File: config.mk
export PLATFORM = sky130hd
export DESIGN_NAME = ddrio_rd_align_ctrl
export DESIGN_NICKNAME = d
export VERILOG_FILES = /design/src/rtl/ddrio_rd_align_ctrl.sv
export SDC_FILE = /design/constraint.sdc
export NUM_CORES = 1
export LEC_CHECK = 0
export ABC_AREA = 1
export BUFFER_PORTS_ARGS = -buffer_cell sky130_fd_sc_hd__clkbuf_2
export CORE_MARGIN = 2
export CORE_UTILIZATION = 55
export CTS_BUF_LIST = sky130_fd_sc_hd__clkbuf_8
export CTS_CLUSTER_SIZE = 28
export DETAILED_ROUTE_END_ITERATION = 8
export PLACE_DENSITY = 0.77
export RECOVER_POWER = 25
export SLEW_MARGIN = 20
export SYNTH_ARGS = -nofsm -noshare
export SYNTH_HDL_FRONTEND = slang
export SYNTH_SLANG_ARGS = --single-unit
File: constraint.sdc
create_clock -name gsclk_il -period 3.5 [get_ports gsclk_il]
set_clock_uncertainty 0.2 [all_clocks]
set_input_delay 0.525 -clock gsclk_il [delete_from_list [all_inputs] [get_ports gsclk_il]]
set_output_delay 0.525 -clock gsclk_il [all_outputs]
set_load 0.03 [all_outputs]
File: src/rtl/ddrio_rd_align_ctrl.sv
// ddrio_rd_align_ctrl: read-path word-alignment trainer for a ddrio deserializer.
// Resets the ddrio, lets it settle and checks the deserialized word against
// PATTERN. Each mismatch issues one bitslip pulse, up to MAX_SLIPS pulses.
// Ports:
//   gsclk_il   - input-side system clock (only clock)
//   rst_n      - synchronous active-low reset
//   start      - level-sampled request to begin a training run (ignored while busy)
//   q          - {q8..q1} deserialized read word from ddrio
//   io_rst     - ddrio reset, active high
//   align_0_il - single-cycle word-align (bitslip) request
//   busy       - training run in progress
//   done       - lock achieved, held until next start or reset
//   fail       - slip budget exhausted, held until next start or reset
//   slip_cnt   - align pulses issued in the current or last run
module ddrio_rd_align_ctrl #(
    parameter logic [7:0] PATTERN       = 8'h5C,
    parameter int         RST_CYCLES    = 16,
    parameter int         SETTLE_CYCLES = 8,
    parameter int         MATCH_COUNT   = 4,
    parameter int         MAX_SLIPS     = 8
) (
    input  logic       gsclk_il,
    input  logic       rst_n,
    input  logic       start,
    input  logic [7:0] q,
    output logic       io_rst,
    output logic       align_0_il,
    output logic       busy,
    output logic       done,
    output logic       fail,
    output logic [3:0] slip_cnt
);
    typedef enum logic [2:0] {IDLE, IO_RST, SETTLE, CHECK, SLIP, DONE, FAIL} state_t;
    state_t     state, state_n;
    logic [7:0] cnt, cnt_n;
    logic [3:0] match_cnt, match_n, slip_n;
    always_comb begin
        state_n = state;
        cnt_n   = cnt;
        match_n = match_cnt;
        slip_n  = slip_cnt;
        case (state)
            IDLE, DONE, FAIL: begin
                if (start) begin
                    state_n = IO_RST;
                    cnt_n   = '0;
                    match_n = '0;
                    slip_n  = '0;
                end
            end
            IO_RST: begin
                state_n = (cnt == 8'(RST_CYCLES - 1)) ? SETTLE : IO_RST;
                cnt_n   = (cnt == 8'(RST_CYCLES - 1)) ? '0 : cnt + 8'd1;
            end
            SETTLE: begin
                state_n = (cnt == 8'(SETTLE_CYCLES - 1)) ? CHECK : SETTLE;
                cnt_n   = (cnt == 8'(SETTLE_CYCLES - 1)) ? '0 : cnt + 8'd1;
                match_n = '0;
            end
            CHECK: begin
                if (q == PATTERN) begin
                    match_n = match_cnt + 4'd1;
                    state_n = (match_cnt == 4'(MATCH_COUNT - 1)) ? DONE : CHECK;
                end else begin
                    match_n = '0;
                    // slip_cnt only increments below MAX_SLIPS, so it saturates there
                    state_n = (slip_cnt == 4'(MAX_SLIPS)) ? FAIL : SLIP;
                    slip_n  = (slip_cnt == 4'(MAX_SLIPS)) ? slip_cnt : slip_cnt + 4'd1;
                end
            end
            SLIP: begin
                state_n = SETTLE;
                cnt_n   = '0;
            end
            default: state_n = IDLE;
        endcase
    end
    // Outputs are registered from the next state so they align with the state register.
    always_ff @(posedge gsclk_il) begin
        if (!rst_n) begin
            state      <= IDLE;
            cnt        <= '0;
            match_cnt  <= '0;
            slip_cnt   <= '0;
            io_rst     <= 1'b1;
            align_0_il <= 1'b0;
            busy       <= 1'b0;
            done       <= 1'b0;
            fail       <= 1'b0;
        end else begin
            state      <= state_n;
            cnt        <= cnt_n;
            match_cnt  <= match_n;
            slip_cnt   <= slip_n;
            io_rst     <= (state_n == IDLE) || (state_n == IO_RST);
            align_0_il <= state_n == SLIP;
            busy       <= (state_n == IO_RST) || (state_n == SETTLE) || (state_n == CHECK) || (state_n == SLIP);
            done       <= state_n == DONE;
            fail       <= state_n == FAIL;
        end
    end
endmodule

---- Word level (Yosys, flattened, before mapping) ----
Cells that the tools add are included.
operators by class
  add/subtract/negate cells ............... 3
  reductions and logical operators ........ 13
  multiplexer cells ....................... 17
  equal/unequal tests ..................... 20
operators by type and width
  cell                                                              number
  8-bit one-hot mux with 4 select lines                             1
  8-bit two-way mux                                                 3
  3-bit == test (second input constant)                             6
  4-bit two-way mux                                                 4
  3-bit one-hot mux with 5 select lines                             1
  3-bit by 2-bit == test with 1-bit output (second input constant)  4
  4-bit one-hot mux with 3 select lines                             1
  3-bit two-way mux                                                 3
  4-bit by 1-bit adder with 4-bit output (second input constant)    2
  8-bit by 1-bit adder with 8-bit output (second input constant)    1
  8-bit by 3-bit == test with 1-bit output (second input constant)  1
  8-bit by 4-bit == test with 1-bit output (second input constant)  1
  8-bit by 7-bit == test with 1-bit output (second input constant)  1
  4-bit one-hot mux with 2 select lines                             1
  3-bit by 1-bit == test with 1-bit output (second input constant)  2
  3-bit zero test                                                   2
  2-bit inequality test (second input constant)                     3
  4-bit by 2-bit == test with 1-bit output (second input constant)  1
  4-bit == test (second input constant)                             1
  1-bit logical OR                                                  4
  2-bit two-way mux                                                 2
  2-bit AND reduction                                               2
  4-bit AND reduction                                               1
  4-bit nonzero test                                                1
  4 further kinds                                                   4
word-level totals
  output and inout port bits .............. 9
  word-level logic and storage cells ...... 62
  register bits after elaboration ......... 24
  bits of input ports ..................... 11

---- Logic depth before layout (Yosys ltp) ----
Gate-level depths: netlist (run 1).
  depth in word-level cells ............... 8
  mapped depth ............................ 12
  depth with buffers taken out ............ 12

---- Worst setup path before layout (run 1) ----
No wires, ideal clock.
  kind .................................... input port to flip-flop
  from .................................... input q[0]
  to ...................................... register io_rst
  setup slack ............................. 1837 ps
  cell stages on the path ................. 10
  data arrival time ....................... 1349 ps
  setup time .............................. 114 ps
  required time ........................... 3186 ps
  path buffers ............................ 0
  cell sequence ........................... inv_1 nand2_1 nor2_1 nand2_1 nand2_1 nand3_1 nand2_1 nand2_1 o21bai_1 inv_1
on the way
  longest elaborated chain between the ends .. 5
  elaborated cells on any way between the ends .. 6
  classes of those cells .................. 2 x eq/ne; 2 x mux; 2 x reduce/logical
ends and longest elaborated chain
  item                                                                                RTL line  source
  from (decl)                                                                         25        input logic [7:0] q,
  8-bit by 7-bit == test with 1-bit output *                                          61        if (q == PATTERN) begin
  3-bit two-way mux *                                                                 61
  3-bit one-hot mux with 5 select lines *                                             42        case (state)
  3-bit by 1-bit == test with 1-bit output / 3-bit zero test (equally long branches)  95        io_rst <= (state_n == IDLE) || (state_n == IO_RST);
  1-bit logical OR *                                                                  95
  to (signal assigned)                                                                95
  to (decl)                                                                           26        output logic io_rst,
Mark *: on every way between the ends. The rest lies on a longest branch, timed or not.
A chain may end at the register's enable or synchronous reset.

---- Worst setup path in the final report (run 1) ----
  from .................................... register state[2]
  to ...................................... register cnt[3]
on the way
  longest elaborated chain between the ends .. 4
  elaborated cells on any way between the ends .. 11
  classes of those cells .................. 6 x eq/ne; 1 x mux; 4 x reduce/logical
ends and longest elaborated chain
  item                                                                          RTL line  source
  from (decl)                                                                   34        state_t state, state_n;
  from (signal assigned)                                                        91        state <= state_n;
  3-bit == test / 3-bit zero test (equally long branches)                       42
  3-bit OR reduction                                                            42
  4-bit nonzero test (no line) / 2-bit inequality test (equally long branches)  n/a
  2-bit AND reduction (no line)                                                 n/a
  to (signal assigned)                                                          92        cnt <= cnt_n;
  to (decl)                                                                     35        logic [7:0] cnt, cnt_n;
Parallel ways exist; a longest one is shown, timed or not.

==> reports/results.tsv, run 1 <==
stage	metric	value	unit
status	outcome	finished clean	
job	max_cap viols	0	
layout	multi-input combinational cell area	753.2	um^2
routing	Routed Antenna Nets	0	
cts	clk_lat worst skew	0.26	ns
setup_path	CP Buf/Inv Count	0	
power_and_ir_drop	Internal	0.4485	mW
setup_path	reg-to-reg slack, setup	1.60	ns
power_and_ir_drop	P_sw	0.1348	mW
setup_path	Crit path required time	3.45	ns
sta	# setup viols final	0	
worst_hold_path	Worst Hold Class	register to register	
synth	synth unique cells	24	
setup_path	Crit path depth	5	
cts	total CTS buffers	3	
global_route	pin count of the biggest net entering global routing	17	
worst_hold_path	Hold Path End	match_cnt[1]$_SDFFE_PN0P_	
layout	# nets final	244	
setup_path	critical path capture point type	register	
floorplanning	Die H	53.73	um
setup_path	slowest stage delay, CP	0.61	ns
synth	Ys Warns	0	
floorplanning	Initial Util	56.44	%
worst_hold_path	depth of the worst hold-timing path	2	
cts	post-CTS sizing	0	
routing	vias per std cell	5.194	
global_route	total grt overflow	0	
sta	Max transition margin	66.21	%
sta	Slew Viols, Final	0	
sta	fin crit period	1.902	ns
power_and_ir_drop	power per cell area	378.4	mW/mm^2
floorplanning	Ports	20	
placement	final HPWL from detailed placement	2182	um
power_and_ir_drop	P_leak	0.6997	nW
global_route	initial antenna violation count	0	
cts	clock sink count	24	
setup_path	Setup crit start kind	register	
power_and_ir_drop	combinational power share	10.3	%
placement	Place WS	1.612	ns
cts	number of H-tree levels	1	
synth	Seq/Total Area, Yosys	35.33	%
floorplanning	FP Rows	18	
cts	Hold-fix buffers, CTS	0	
layout	P&R area growth vs syn	13.34	%
routing	WL final	2872	um
setup_path	Critical Path Fanout Max	9	
global_route	first-pass GRT wire length	4878	um
floorplanning	Chip Width	53.73	um
synth	Post-Syn Area	0.001360	mm^2
layout	FF/Latch Area	480.5	um^2
placement	Cell Area, Placed	0.001481	mm^2
setup_path	family with the most delay on the worst path	flip-flops	
floorplanning	Die Area	0.002886	mm^2
setup_path	worst r2r src	state[2]$_SDFF_PN0_	
layout	Final Instance Area	0.001541	mm^2
setup_path	reg2reg end	cnt[3]$_SDFFE_PN0P_	
cts	Clock Tree Root	clkbuf_8	
layout	share of cells above drive strength 1	13.16	%
layout	most common cell after layout, fill and taps aside	nand2_1	
global_route	vias in the first global route	1229	
routing	number of remaining DRC errors	0	
sta	worst-margin pin slew	0.5063	ns
sta	setup ws final	1.598	ns
sta	period utilisation layout	54.34	%
power_and_ir_drop	peak supply drop	0.2574	mV
sta	Fmax achieved	525.8	MHz
routing	DR iter-0 viols	30	
cts	postcts setup bufs	0	
routing	vias	1340	
setup_path	worst r2r path cells	5	
layout	antenna cells	0	
worst_hold_path	hold path startpoint	match_cnt[1]$_SDFFE_PN0P_	
routing	DR pass1 iterations	4	
layout	Layout fillers	228	
synth	register bit count reported by yosys	24	
placement	port buffer count	19	
floorplanning	core region area	0.002410	mm^2
cts	clk buf depth	2	
setup_path	CP max-delay cell	dfxtp_1	
cts	CTS tree	yes	
sta	RSZ-0062 raised after global routing	false	
setup_path	crit path cell chain	nand3_1, nand4_1, nand2_2, o21ai_1, a21oi_1	
sta	final hold vios	0	
layout	most frequent cells in the layout	61 x nand2_1, 25 x inv_1, 24 x dfxtp_1, 21 x nor2_1, 20 x nand3_1	
sta	TNS Setup	0	ns
synth	post-synthesis net count	222	
synth	Mapped Avg Cell Area	6.570	um^2
power_and_ir_drop	clock network power share	41.3	%
cts	Worst-path clk slew	0.08	ns
placement	gpl congestion	0.7740	
setup_path	arrival time at the worst endpoint	1.85	ns
synth	Post-Synthesis Cells	207	
setup_path	critical path class	register to register	
power_and_ir_drop	sequential power share	48.4	%
routing	Avg WL per Cell	11.13	um
global_route	GRT Overall Usage	22.88	%
power_and_ir_drop	Sw Share	23.11	%
-- worst register-to-register path: stages, from the launching register on --
cell	delay [ns]
dfxtp_1	0.61
nand3_1	0.21
nand4_1	0.20
nand2_2	0.17
o21ai_1	0.32
a21oi_1	0.08
-- metal layers --
metal	GRT usage [%]	wire, um
met1	27.57	1326
met2	39.63	1441
met3	3.611	75
met4	10.26	27
met5	0	0
-- cells by family (layout without fill, tap and decap cells) --
kind of cell / after synthesis / after routing / synth area share (%)
adder cells (fa/ha/maj): 4 / 4 / 3.680
XOR/XNOR: 4 / 4 / 2.576
buffers and inverters: 32 / 53 / 9.108
flip-flops: 24 / 24 / 35.33
AND/OR/NAND/NOR: 115 / 115 / 38.18
AO/OA/AOI/OAI: 28 / 28 / 11.13
-- how the worst max path moves through the flow --
stage / startpoint / to / slack (ns)
global placement: q[0] / io_rst$_SDFF_PN1_ / 1.64
detailed placement: q[1] / io_rst$_SDFF_PN1_ / 1.61
CTS: state[2]$_SDFF_PN0_ / cnt[3]$_SDFFE_PN0P_ / 1.62
finish: state[2]$_SDFF_PN0_ / cnt[3]$_SDFFE_PN0P_ / 1.60
global route: cnt[0]$_SDFFE_PN0P_ / busy$_SDFF_PN0_ / 1.47
floorplan: q[0] / io_rst$_SDFF_PN1_ / 1.84
-- power by group through the flow --
stage	logic, mW	clock network (mW)	registers (mW)
2_1_floorplan	0.0381	0	0.293
3_3_place_gp	0.0584	0	0.289
3_5_place_dp	0.0608	0	0.289
4_1_cts	0.0609	0.249	0.283
5_1_grt	0.0689	0.260	0.283
6_report	0.0601	0.241	0.283
-- synthesized netlist by cell type, drive strengths merged --
cell type	n	share of area [%]
a31oi	1	0.46
nand2	64	18
o211ai	2	1.1
clkbuf	1	0.28
dfxtp	24	35
o21bai	2	1.1
nand4	2	0.92
o21ai	6	2.2
buf	1	0.55
nand3	21	8.1
xnor2	1	0.64
a21oi	17	6.3
nand3b	2	1.1
nor3	2	1.5
xor2	3	1.9
inv	30	8.3
nor2	24	8.2
ha	4	3.7
-- metrics by stage --
step	util [%]	hold slack, ns	power, mW	cells
6_report	63.97	0.2877	0.5833	258
3_3_place_gp	61.47	0.2663	0.3474	254
4_1_cts	64.43	0.2891	0.5924	258
3_5_place_dp	61.47	0.2753	0.3499	254
2_1_floorplan	-	0.2519	0.3312	207
5_1_grt	63.97	0.3125	0.6118	258
-- area by class of cell --
type | instances | share of cell area, %
clock inverters | 1 | 1.948
well taps | 30 | 2.435
clock buffers | 3 | 2.679
inverters | 30 | 7.305
repair buffers | 19 | 5.601
flip-flops and latches | 24 | 31.17
multi-input cells | 151 | 48.86
-- registers in the layout, indices dropped and copies added (netlist names) --
register / count
align_0_il: 1
busy: 1
cnt: 8
done: 1
fail: 1
io_rst: 1
match_cnt: 4
slip_cnt: 4
state: 3
No activity file was read; power rests on OpenSTA's default activity.
==> run 2: changes to the inputs <==
Settings changed: ABC_AREA 1 to 0.
Clock period 3.5 ns to 2 ns, I/O delays scaled along.
==> run 2 against run 1 <==
Die area is 1.4% higher; final area increased by 5.9%; area after synthesis is 1.5% higher; register-to-register slack lost 1.6 ns; setup slack got worse by 1.6 ns; wire length up 7.9%; cell count shrank 16%; non-clock buffer count is 8 higher; sequential power grew 77%; sequential cell count is the same; critical path type unchanged; largest cell class unchanged; highest routed layer unchanged.
==> reports/results.tsv, run 2 <==
stage	metric	value	unit	change
cts	total CTS buffers	3		unchanged
synth	Post-Syn Area	0.001380	mm^2	was 0.001360 mm^2
global_route	total grt overflow	0		unchanged
sta	final hold vios	0		unchanged
power_and_ir_drop	P_leak	0.6230	nW	was 0.6997 nW
setup_path	critical path capture point type	register		unchanged
power_and_ir_drop	peak supply drop	0.6010	mV	was 0.2574 mV
synth	largest family of logic cells by synthesized area	simple AND/OR/NAND/NOR gates		unchanged
setup_path	worst r2r path cells	5		unchanged
cts	Worst-path clk slew	0.09	ns	was 0.08 ns
setup_path	reg2reg end	align_0_il$_SDFF_PN0_		was cnt[3]$_SDFFE_PN0P_
job	max_cap viols	0		unchanged
sta	fin crit period	1.980	ns	was 1.902 ns
synth	top cell type's share of synthesized area	34.81	%	was 35.33%
layout	most common cell after layout, fill and taps aside	dfxtp_1		was nand2_1
global_route	initial antenna violation count	0		unchanged
setup_path	Crit path top cell by count	nor2b_2		
floorplanning	core region area	0.002432	mm^2	was 0.002410 mm^2
setup_path	family with the most delay on the worst path	simple AND/OR/NAND/NOR gates		was flip-flops
layout	P&R area growth vs syn	18.31	%	was 13.34%
cts	Clock Tree Root	clkbuf_8		unchanged
synth	Seq/Total Area, Yosys	34.81	%	was 35.33%
synth	Async SR Flop Fraction	0	%	unchanged
layout	# nets final	204		was 244
synth	count leader, synth	dfxtp_1		was nand2_1
layout	most frequent cells in the layout	21 x dfxtp_1, 13 x nor2_1, 12 x clkbuf_2, 9 x a21oi_1, 9 x nand2_1		was 61 x nand2_1, 25 x inv_1, 24 x dfxtp_1, 21 x nor2_1, 20 x nand3_1
cts	postcts setup bufs	0		unchanged
layout	number of flip-flops in the largest register	8		unchanged
setup_path	CP Buf/Inv Count	0		unchanged
synth	synth unique cells	48		was 24
cts	CTS tree	yes		unchanged
layout	Reg with most FFs	cnt		unchanged
worst_hold_path	hold path startpoint	rst_n		was match_cnt[1]$_SDFFE_PN0P_
routing	Routed Antenna Nets	0		unchanged
sta	TNS Setup	0	ns	unchanged
setup_path	worst r2r src	state[2]$_SDFF_PN0_		unchanged
setup_path	critical path class	register to register		unchanged
cts	clk buf depth	2		unchanged
floorplanning	Die H	54.09	um	was 53.73 um
routing	DR pass1 iterations	4		unchanged
setup_path	Crit path required time	1.98	ns	was 3.45 ns
setup_path	Critical Path Fanout Max	10		was 9
worst_hold_path	Worst Hold Class	primary input to register		was register to register
worst_hold_path	depth of the worst hold-timing path	2		unchanged
worst_hold_path	Hold Path End	io_rst$_SDFF_PN1_		was match_cnt[1]$_SDFFE_PN0P_
routing	DR iter-0 viols	34		was 30
synth	ys flop type	dfxtp_1		unchanged
setup_path	slowest stage delay, CP	0.57	ns	was 0.61 ns
routing	vias per std cell	5.821		was 5.194
synth	Ys Warns	0		unchanged
cts	number of H-tree levels	1		unchanged
cts	clock sink count	24		unchanged
synth	post-synthesis adder-cell area fraction	3.626	%	was 3.680%
synth	Synth top cells by count	24 x dfxtp_1, 13 x nor2_1, 10 x a21oi_1, 9 x nand2_1		was 60 x nand2_1, 25 x inv_1, 24 x dfxtp_1, 21 x nor2_1, 20 x nand3_1
status	outcome	finished clean		unchanged
cts	Hold-fix buffers, CTS	0		unchanged
sta	period utilisation layout	98.98	%	was 54.34%
synth	Mapped Avg Cell Area	8.467	um^2	was 6.570 um^2
setup_path	reg-to-reg slack, setup	0.02	ns	was 1.60 ns
global_route	pin count of the biggest net entering global routing	19		was 17
routing	WL final	3099	um	was 2872 um
synth	leading area contributor after synthesis	dfxtp_1		unchanged
routing	vias	1269		was 1,340
synth	Post-Synthesis Cells	163		was 207
sta	worst hold slack	0.2074	ns	was 0.2877 ns
layout	share of cells above drive strength 1	20.74	%	was 13.16%
synth	post-synthesis net count	178		was 222
synth	post-synthesis simple-gate area fraction	32.09	%	was 38.18%
sta	# setup viols final	0		unchanged
global_route	first-pass GRT wire length	4912	um	was 4878 um
synth	register bit count reported by yosys	24		unchanged
floorplanning	Ports	20		unchanged
layout	Top Registers	cnt (8), match_cnt (4), slip_cnt (4)		unchanged
synth	Synth Area in XOR/XNOR	5.712	%	was 2.576%
floorplanning	FP Rows	18		unchanged
routing	Avg WL per Cell	14.22	um	was 11.13 um
synth	area fraction in compound gates after synthesis	17.77	%	was 11.13%
sta	Max transition margin	66.44	%	was 66.21%
sta	Slew Viols, Final	0		unchanged
power_and_ir_drop	power per cell area	632.6	mW/mm^2	was 378.4 mW/mm^2
placement	Cell Area, Placed	0.001535	mm^2	was 0.001481 mm^2
placement	gpl congestion	0.9668		was 0.7740
floorplanning	Chip Width	54.09	um	was 53.73 um
cts	clk_lat worst skew	0.28	ns	was 0.26 ns
layout	antenna cells	0		unchanged
floorplanning	Initial Util	56.74	%	was 56.44%
setup_path	arrival time at the worst endpoint	1.96	ns	was 1.85 ns
synth	synth top area cells	dfxtp_1 35%, xor2_1 4.4%, a21oi_1 3.6%, ha_1 3.6%, nor2_1 3.5%		was dfxtp_1 35%, nand2_1 17%, nand3_1 7.4%, inv_1 6.9%, a21oi_1 6.3%
sta	worst-margin pin slew	0.4988	ns	was 0.5063 ns
layout	Final Instance Area	0.001633	mm^2	was 0.001541 mm^2
setup_path	CP max-delay cell	dfxtp_1		unchanged
synth	mux cell area share after synthesis	1.451	%	was 0%
sta	Fmax achieved	505.1	MHz	was 525.8 MHz
setup_path	crit path cell chain	nor2b_2, and2_4, a222oi_1, nor2b_2, and3_1		was nand3_1, nand4_1, nand2_2, o21ai_1, a21oi_1
setup_path	Setup crit start kind	register		unchanged
placement	final HPWL from detailed placement	2331	um	was 2182 um
placement	port buffer count	19		unchanged
floorplanning	Die Area	0.002926	mm^2	was 0.002886 mm^2
global_route	vias in the first global route	1195		was 1,229
synth	Post-synth EDFFs	0		unchanged
routing	number of remaining DRC errors	0		unchanged
global_route	GRT Overall Usage	24.00	%	was 22.88%
-- run 2: cell count changes after synthesis, moves of 5 or more --
| cell | change |
|---|---|
| inv_1 | -19 |
| nor2_1 | -8 |
| nor2b_1 | +7 |
| nor3_1 | +6 |
| inv_2 | -5 |
| a21oi_1 | -7 |
| nand2_1 | -51 |
| nand3_1 | -16 |
-- run 2: cell type report --
type | instances | area [um^2]
Timing Repair Buffer | 27 | 146.4
Clock inverter | 1 | 30.03
Multi-Input combinational cell | 127 | 870.8
Sequential cell | 24 | 484.2
Tap cell | 30 | 37.54
Inverter | 6 | 22.52
Clock buffer | 3 | 41.29
Fill cell | 211 | 799.5
-- run 2: routing by layer --
metal,share of wire (%),routed length [um],track usage [%],vias to the layer above
li1,-,-,-,637
met4,2.5,77,15.00,0
met2,49,1528,39.63,23
met3,4.5,138,5.278,7
met5,0,0,0,-
met1,44,1355,28.03,602
-- run 2: logic make-up after synthesis --
family | after synthesis
and+or+nand+nor | 75
adders and majority gates | 4
muxes | 2
buffers and inverters | 12
AOI/OAI and AO/OA | 37
DFF | 24
xor gates and xnor gates | 9
-- run 2: timing repair --
action                     CTS  global route
pin swaps                    0             1
gates resized for setup      1             5
setup endpoints to repair    3            14
-- run 2: power breakdown --
part / switching [mW] / internal, mW / leakage, nW
Sequential: 0.0139 / 0.486 / 0.196
Combinational: 0.0542 / 0.0430 / 0.392
Clock: 0.167 / 0.268 / 0.0357
-- run 2: worst max path at each step --
| stage | startpoint | end | slack (ns) | cells past startpoint |
|---|---|---|---|---|
| after floorplan | slip_cnt[0]$_SDFFE_PN0P_ | slip_cnt[3]$_SDFFE_PN0P_ | 0.03 | 7 |
| after global placement | slip_cnt[1]$_SDFFE_PN0P_ | slip_cnt[3]$_SDFFE_PN0P_ | 0.09 | 7 |
| after detailed placement | slip_cnt[1]$_SDFFE_PN0P_ | slip_cnt[3]$_SDFFE_PN0P_ | -0.007 | 7 |
| after CTS | state[1]$_SDFF_PN0_ | cnt[0]$_SDFFE_PN0P_ | 0.04 | 5 |
| after global routing | state[1]$_SDFF_PN0_ | slip_cnt[3]$_SDFFE_PN0P_ | -0.005 | 6 |
| final | state[2]$_SDFF_PN0_ | align_0_il$_SDFF_PN0_ | 0.02 | 5 |
-- run 2: metrics by stage --
step | power, mW | worst slack (ns) | instances | utilization [%]
finish | 1.033 | 0.02030 | 218 | 67.13
global route | 1.061 | -0.005286 | 218 | 67.13
CTS | 1.037 | 0.03565 | 218 | 66.20
detailed placement | 0.6036 | -0.007435 | 214 | 63.12
global placement | 0.5991 | 0.09148 | 214 | 63.12
floorplan | 0.5734 | 0.03044 | 163 | -
==> run 3: changes to the inputs <==
Settings changed: CORE_ASPECT_RATIO from default to 0.9.
==> run 3 against run 2 <==
Critical path depth grew 2; highest routed layer unchanged; via count shrank 0.71%; non-clock buffer count is the same.
==> reports/results.tsv, run 3 (synthesis gave the netlist of run 2 again) <==
stage	metric	value	unit	change
layout	Reg with most FFs	cnt		unchanged
setup_path	critical path class	register to register		unchanged
setup_path	Critical Path Fanout Max	6		was 10
global_route	pin count of the biggest net entering global routing	19		unchanged
worst_hold_path	Worst Hold Class	primary input to register		unchanged
floorplanning	Die H	51.52	um	was 54.09 um
routing	vias	1260		was 1,269
routing	WL final	2893	um	was 3099 um
routing	DR pass1 iterations	4		unchanged
layout	share of cells above drive strength 1	19.68	%	was 20.74%
cts	Worst-path clk slew	0.08	ns	was 0.09 ns
global_route	initial antenna violation count	0		unchanged
layout	# nets final	204		unchanged
floorplanning	Chip Width	56.80	um	was 54.09 um
layout	P&R area growth vs syn	16.95	%	was 18.31%
global_route	total grt overflow	0		unchanged
layout	Top Registers	cnt (8), match_cnt (4), slip_cnt (4)		unchanged
cts	total CTS buffers	3		unchanged
job	max_cap viols	0		unchanged
sta	fin crit period	1.895	ns	was 1.980 ns
layout	antenna cells	0		unchanged
cts	number of H-tree levels	1		unchanged
setup_path	critical path capture point type	register		unchanged
routing	DR iter-0 viols	35		was 34
placement	final HPWL from detailed placement	2235	um	was 2331 um
floorplanning	FP Rows	17		was 18
global_route	vias in the first global route	1110		was 1,195
sta	Max transition margin	65.04	%	was 66.44%
placement	gpl congestion	0.8657		was 0.9668
setup_path	reg-to-reg slack, setup	0.10	ns	was 0.02 ns
setup_path	Setup crit start kind	register		unchanged
routing	number of remaining DRC errors	0		unchanged
power_and_ir_drop	power per cell area	629.0	mW/mm^2	was 632.6 mW/mm^2
setup_path	CP max-delay cell	dfxtp_2		was dfxtp_1
cts	clk buf depth	2		unchanged
setup_path	Crit path top cell by count	a21oi_2		was nor2b_2
setup_path	slowest stage delay, CP	0.37	ns	was 0.57 ns
power_and_ir_drop	peak supply drop	0.7128	mV	was 0.6010 mV
sta	worst-margin pin slew	0.5195	ns	was 0.4988 ns
layout	number of flip-flops in the largest register	8		unchanged
floorplanning	Initial Util	56.91	%	was 56.74%
setup_path	arrival time at the worst endpoint	1.90	ns	was 1.96 ns
setup_path	CP Buf/Inv Count	1		was 0
global_route	GRT Overall Usage	20.55	%	was 24.00%
layout	most common cell after layout, fill and taps aside	dfxtp_1		unchanged
sta	TNS Setup	0	ns	unchanged
global_route	first-pass GRT wire length	4685	um	was 4912 um
floorplanning	core region area	0.002425	mm^2	was 0.002432 mm^2
status	outcome	finished clean		unchanged
power_and_ir_drop	P_leak	0.6155	nW	was 0.6230 nW
cts	clock sink count	24		unchanged
setup_path	Crit path required time	2.00	ns	was 1.98 ns
sta	Slew Viols, Final	0		unchanged
routing	vias per std cell	5.833		was 5.821
setup_path	crit path cell chain	inv_1, ha_1, and3b_1, a21oi_2, a21oi_2, or3_1, a21oi_1		was nor2b_2, and2_4, a222oi_1, nor2b_2, and3_1
sta	period utilisation layout	94.77	%	was 98.98%
sta	Fmax achieved	527.6	MHz	was 505.1 MHz
setup_path	family with the most delay on the worst path	simple AND/OR/NAND/NOR gates		unchanged
sta	# setup viols final	0		unchanged
sta	final hold vios	0		unchanged
routing	Routed Antenna Nets	0		unchanged
placement	port buffer count	19		unchanged
floorplanning	Die Area	0.002926	mm^2	about the same
layout	most frequent cells in the layout	21 x dfxtp_1, 13 x nor2_1, 11 x clkbuf_2, 9 x a21oi_1, 9 x nand2_1		was 21 x dfxtp_1, 13 x nor2_1, 12 x clkbuf_2, 9 x a21oi_1, 9 x nand2_1
cts	clk_lat worst skew	0.27	ns	was 0.28 ns
routing	Avg WL per Cell	13.39	um	was 14.22 um
floorplanning	Ports	20		unchanged
sta	RSZ-0062 raised after global routing	false		
cts	Clock Tree Root	clkbuf_8		unchanged
sta	worst hold slack	0.2301	ns	was 0.2074 ns
cts	CTS tree	yes		unchanged
## run 3: cell counts in the layout (fill, tap and decap cells not counted)
No cell type changed its count.
## run 3: final timing paths
check | startpoint | to | cells past startpoint
worst max-delay path | slip_cnt[0]$_SDFFE_PN0P_ | slip_cnt[3]$_SDFFE_PN0P_ | 7
worst min register to register | match_cnt[3]$_SDFFE_PN0P_ | match_cnt[3]$_SDFFE_PN0P_ | 2
worst max register to register | slip_cnt[0]$_SDFFE_PN0P_ | slip_cnt[3]$_SDFFE_PN0P_ | 7
worst min-delay path | rst_n | io_rst$_SDFF_PN1_ | 2
## run 3: cell type report
class                           count  area [um^2]
Timing Repair Buffer               27        145.1
Multi-Input combinational cell    127        855.8
Tap cell                           28        35.03
Clock buffer                        3        41.29
Fill cell                         209        810.8
Inverter                            6        22.52
Sequential cell                    24        484.2
Clock inverter                      1        30.03
## run 3: worst register-to-register path, stage by stage (launching register included)
cell	delay (ns)
dfxtp_2	0.37
inv_1	0.06
ha_1	0.18
and3b_1	0.21
a21oi_2	0.18
a21oi_2	0.12
or3_1	0.36
a21oi_1	0.15
## run 3: through the flow
step / area, um^2 / utilization [%] / power (mW) / std cells / worst slack (ns)
after floorplan: 1383 / - / 0.5734 / 163 / 0.03044
after global placement: 1533 / 63.21 / 0.5997 / 212 / 0.1073
after detailed placement: 1533 / 63.21 / 0.6038 / 212 / 0.03012
after CTS: 1604 / 66.15 / 1.021 / 216 / 0.009191
after global routing: 1614 / 66.56 / 1.053 / 216 / 0.03428
final: 1614 / 66.56 / 1.015 / 216 / 0.1046
## run 3: what timing repair did
| item | 4_1_cts | 5_1_grt |
|---|---|---|
| buffers inserted | 0 | 0 |
| resized for setup | 0 | 4 |
| hold buffers | 0 | 0 |
| setup endpoints to repair | 0 | 17 |
## run 3: power breakdown
group	internal, mW	total (mW)	leakage [nW]	switching [mW]
logic	0.0422	0.0958	0.384	0.0535
clock network	0.268	0.420	0.0357	0.153
registers	0.486	0.499	0.196	0.0134
total	0.796	1.02	0.615	0.220
## run 3: per-layer routing
metal  wire length (um)  up-vias  track usage (%)
met2               1340       24            32.36
met3                165        2            5.473
li1                   -      636                -
met4                 17        0            5.039
met1               1369      598            28.33
met5                  0        -                0
